[config.mk]
export PLATFORM = sky130hd
export DESIGN_NAME = neuron_mac_acc
export DESIGN_NICKNAME = d
export VERILOG_FILES = /design/src/rtl/neuron_mac_acc.sv
export SDC_FILE = /design/constraint.sdc
export NUM_CORES = 2
export LEC_CHECK = 0
export CORE_MARGIN = 5
export CORE_UTILIZATION = 28
export DETAILED_ROUTE_END_ITERATION = 8
export PLACE_DENSITY = 0.5
export REMOVE_ABC_BUFFERS = 1
export SETUP_SLACK_MARGIN = 0.02
export SLEW_MARGIN = 25
export SYNTH_ARGS = -nofsm -noshare
export SYNTH_HDL_FRONTEND = slang
export SYNTH_SLANG_ARGS = --single-unit
[constraint.sdc]
create_clock -name clk -period 9.84 [get_ports clk]
set_clock_uncertainty 0.2 [all_clocks]
set_input_delay 0.984 -clock clk [delete_from_list [all_inputs] [get_ports clk]]
set_output_delay 0.984 -clock clk [all_outputs]
set_load 0.01 [all_outputs]
[src/rtl/neuron_mac_acc.sv]
// Pre-activation MAC for one neuron: bias + sum(x*w) in signed fixed point,
// with a 3-stage pipeline (capture, product, accumulate), then a saturating output register.
module neuron_mac_acc #(
  parameter int DWIDTH = 32,
  parameter int frac   = 24,
  parameter int GUARD  = 8
) (
  input  logic              clk,
  input  logic              rst_n,
  input  logic              in_valid,
  output logic              in_ready,
  input  logic [DWIDTH-1:0] in_x,
  input  logic [DWIDTH-1:0] in_w,
  input  logic [DWIDTH-1:0] in_bias,
  input  logic              in_last,
  output logic              out_valid,
  input  logic              out_ready,
  output logic [DWIDTH-1:0] out_data,
  output logic              out_sat
);

  localparam int AW     = DWIDTH + GUARD;
  localparam int PW     = 2 * DWIDTH;
  localparam int STAGES = 2;

  typedef enum logic [1:0] {ACC, DRAIN, OUT} state_t;

  typedef struct packed {
    logic [DWIDTH-1:0] x;
    logic [DWIDTH-1:0] w;
    logic [DWIDTH-1:0] bias;
    logic              first;
    logic              last;
  } beat_t;

  state_t            state;
  logic              first;
  logic [STAGES:0]   vld_pipe;
  beat_t             s0;
  logic [AW-1:0]     prod_q;
  logic [DWIDTH-1:0] bias1;
  logic              first1, last1, last2;
  logic [AW-1:0]     acc;

  logic accept, consume;
  assign accept  = in_valid & in_ready;
  assign consume = out_valid & out_ready;

  // Full product, floor-shifted back into the Q format, then sign-truncated.
  logic signed [PW-1:0] prod_full, prod_shr;
  logic [AW-1:0]        prod_trunc;
  always_comb begin
    prod_full  = $signed(s0.x) * $signed(s0.w);
    prod_shr   = prod_full >>> frac;
    prod_trunc = prod_shr[AW-1:0];
  end

  logic [AW-1:0] bias_ext;
  assign bias_ext = {{GUARD{bias1[DWIDTH-1]}}, bias1};

  // Accumulator fits DWIDTH bits only if its top GUARD+1 bits agree.
  logic [GUARD:0]    acc_hi;
  logic              pos_ovf, neg_ovf;
  logic [DWIDTH-1:0] sat_data;
  always_comb begin
    acc_hi   = acc[AW-1:DWIDTH-1];
    pos_ovf  = !acc[AW-1] && (|acc_hi);
    neg_ovf  = acc[AW-1] && !(&acc_hi);
    sat_data = acc[DWIDTH-1:0];
    if (pos_ovf) sat_data = {1'b0, {(DWIDTH-1){1'b1}}};
    if (neg_ovf) sat_data = {1'b1, {(DWIDTH-1){1'b0}}};
  end

  always_ff @(posedge clk or negedge rst_n) begin
    if (!rst_n) begin
      vld_pipe <= '0;
      s0       <= '0;
      prod_q   <= '0;
      bias1    <= '0;
      first1   <= 1'b0;
      last1    <= 1'b0;
      last2    <= 1'b0;
      acc      <= '0;
    end else begin
      vld_pipe <= {vld_pipe[STAGES-1:0], accept};
      if (accept) s0 <= '{x: in_x, w: in_w, bias: in_bias, first: first, last: in_last};
      if (vld_pipe[0]) begin
        prod_q <= prod_trunc;
        bias1  <= s0.bias;
        first1 <= s0.first;
        last1  <= s0.last;
      end
      if (vld_pipe[1]) begin
        acc   <= (first1 ? bias_ext : acc) + prod_q;
        last2 <= last1;
      end else if (consume) begin
        acc <= '0;
      end
    end
  end

  always_ff @(posedge clk or negedge rst_n) begin
    if (!rst_n) begin
      state     <= ACC;
      first     <= 1'b1;
      in_ready  <= 1'b0;
      out_valid <= 1'b0;
      out_data  <= '0;
      out_sat   <= 1'b0;
    end else begin
      case (state)
        ACC: begin
          in_ready <= 1'b1;
          if (accept) begin
            first <= 1'b0;
            if (in_last) begin
              in_ready <= 1'b0;
              state    <= DRAIN;
            end
          end
        end
        DRAIN: begin
          if (vld_pipe[STAGES] && last2) begin
            out_valid <= 1'b1;
            out_data  <= sat_data;
            out_sat   <= pos_ovf | neg_ovf;
            state     <= OUT;
          end
        end
        OUT: begin
          if (out_ready) begin
            out_valid <= 1'b0;
            first     <= 1'b1;
            in_ready  <= 1'b1;
            state     <= ACC;
          end
        end
        default: state <= ACC;
      endcase
    end
  end

endmodule

==> flow_metrics.tcl <==
set metrics [dict create \
    dieWidth_um 420 \
    endpoint_kind "register" \
    required_ns 10.09 \
    h-tree-depth 2 \
    nets 6153 \
    chipHeight_um 420 \
    insertion_delay_ns 0.60 \
    drtIter0Drc 1381 \
    max_stage_delay_ns 1.03 \
    finalCritPeriodShare_pct 89.5 \
    die-area_um2 176000 \
    hpwl_um 104000 \
    cpMaxStageDelayCell "dfrtp_1" \
    tightest_slew_ns 1.08 \
    synthCells 4734 \
    maxCapViolations 0 \
    core_area_um2 167000 \
    portBuffers 135 \
    outcome "finished, final reports clean" \
    drive_gt1_share_pct 7.95 \
    synth_area_leader_cell "fa_1" \
    relSlewSlack_pct 28.3 \
    antenna_cells 0 \
    grtUsageTotal_pct 15.0 \
    crit_path_end "prod_q[39]" \
    finalMaxSlewViolations 0 \
    min_period_ns 8.81 \
    clock_path_buffers 3 \
    cts_buffers 36 \
    r2r-start "s0[81]" \
    synth.distinct_cells 74 \
    synth_area_um2 47100 \
    ys_ff_latch 254 \
    reg2reg_depth 24 \
    rsz0062_at_grt "no" \
    ant_nets 0 \
    wire_per_inst_um 18.2 \
    wirelength_um 127000 \
    drc 0 \
    fin_tns_setup_ns 0 \
    synth_edf_count 0 \
    ctsResizeCount 0 \
    reg2reg_to "prod_q[39]" \
    area_growth_pct 10.9 \
    clock-sinks 254 \
    grt_pass1_wl_um 205000 \
    rrSetupSlack_ns 1.03 \
    holdWs_ns 0.217 \
    cp_data_arrival_time_ns 9.05 \
    ys_seq_area_share_pct 13.5 \
    ys.flop_type "dfrtp_1" \
    setup_violations 0 \
    cts_tree "done" \
    cts_hold_buf 0 \
    gp_congestion 0.818 \
    dr_total_vias 31479 \
    synthArstFlopShare_pct 100 \
    via_per_inst 4.51 \
    post-cts-setup-buffers 0 \
    grt_pass1_vias 35830 \
    grt_max_degree 69 \
    yosysTopAreaCellShare_pct 46.0 \
    start_kind "register" \
    firstDrtPassIters 5 \
    grt_remaining_overflow 0 \
    fmax_ghz 0.114 \
    grt_antenna_before_repair 3 \
    yosys_warnings 0 \
    synth_area_leaders "fa_1 46%, dfrtp_1 13%, inv_1 7.9%" \
    hold_viol 0 \
    crit_path_start "s0[81]" \
    crit_fanout 22 \
    crit_top_cell "fa_1" \
    initial_utilization_pct 28.1 \
    hp-class "input pin to asynchronous set/reset pin" \
    ios 136 \
    rows 150 \
    worstPathCellList "buf_4, and2_1, fa_1, inv_1, fa_1, inv_1, fa_1, fa_1, fa_1, fa_1, fa_1, inv_1, fa_1, inv_1, ha_1, nand3_1, o21ai_0, a21boi_0, o41ai_1, o211ai_1, o21ai_1, a21oi_1, xnor2_1, mux2_2" \
    num-fill-cells 17372 \
    path_class "register to register" \
    avgSynthCellArea_um2 9.94 \
    cts.clk_slew.worst_paths_ns 0.05 \
    root_buffer "clkbuf_16" \
]
-- worst max-delay path, delay by kind of cell (launching register included) --
kind            cells  cell delay, ns
fa+ha+maj           9            4.19
mux                 1            0.26
compound gates      6            1.91
flops               1            1.03
simple gates        2            0.29
buf+inv             5            0.61
xor+xnor            1            0.12
-- metrics by stage --
step	setup WS (ns)	utilization [%]	cell area, µm²	cells
after floorplan	1.63	-	46100	4487
after global placement	1.08	30.5	51000	6917
after detailed placement	1.05	30.5	51000	6917
after CTS	1.00	31.2	52200	6982
after global routing	0.484	31.2	52200	6982
final	1.03	31.2	52200	6982
-- worst min-delay path by stage --
stage | cells past startpoint | to
floorplan | 2 | s0[0]
global placement | 2 | s0[0]
detailed placement | 2 | out_data[16]
CTS | 1 | s0[60]
global route | 1 | s0[62]
finish | 1 | s0[62]
-- layer usage --
metal  track usage [%]  vias up  share of wire, %
li1                  -    14095                 -
met2              27.9      467                53
met5                 0        -                 0
met4              4.10        0               3.1
met1              18.4    16780                41
met3              1.50      137               2.9
-- synthesized netlist by cell type (10+ instances only) --
cell and instances:
a21o_1 34, a21oi_1 98, and2_1 511, clkbuf_1 240, dfrtp_1 253, fa_1 1082
ha_1 219, inv_1 988, mux2_2 194, nand2_1 600, nand2b_1 16, nand3_1 18
nand4_1 19, nor2_1 97, nor2b_1 12, nor3_1 10, o21a_1 10, o21ai_0 118
xnor2_1 56, xor2_1 30
-- layout make-up --
class / instances / area [µm²] / area share [%]
clock buffers: 53 / 1030 / 1.98
clock inverters: 12 / 183 / 0.350
inverters: 989 / 3710 / 7.12
multi-input cells: 3244 / 36100 / 69.1
flip-flops and latches: 254 / 6370 / 12.2
well taps: 2204 / 2760 / 5.28
repair buffers: 226 / 2040 / 3.91
-- registers in the layout (all words and copies together) (netlist names) --
signal     cells
bias1         32
out_valid      1
first1         1
in_ready       1
last1          1
out_sat        1
prod_q        40
first          1
s0            98
vld_pipe       3
last2          1
state          2
out_data      32
acc           40
-- layout by cell type, fill, tap and decap left out, types with 34 or more instances in the layout --
master / instances
a21o_1: 34
a21oi_1: 96
and2_1: 511
buf_4: 91
clkbuf_16: 36
clkdlybuf4s50_1: 134
dfrtp_1: 244
fa_1: 1082
ha_1: 219
inv_1: 986
mux2_2: 194
nand2_1: 600
nor2_1: 97
o21ai_0: 118
xnor2_1: 56
-- logic make-up (layout without fill, tap and decap cells) --
logic type	Yosys count	in the layout	synth area share, %
mux	194	194	4.64
compound gates	355	355	4.87
buf+inv	1236	1280	9.86
fa+ha+maj	1301	1301	51.8
simple gates	1308	1308	13.7
flops	254	254	13.5
xor+xnor	86	86	1.60
Power is not shown: default switching activity piles up to over one toggle a cycle in this logic, so the estimate is an artifact.
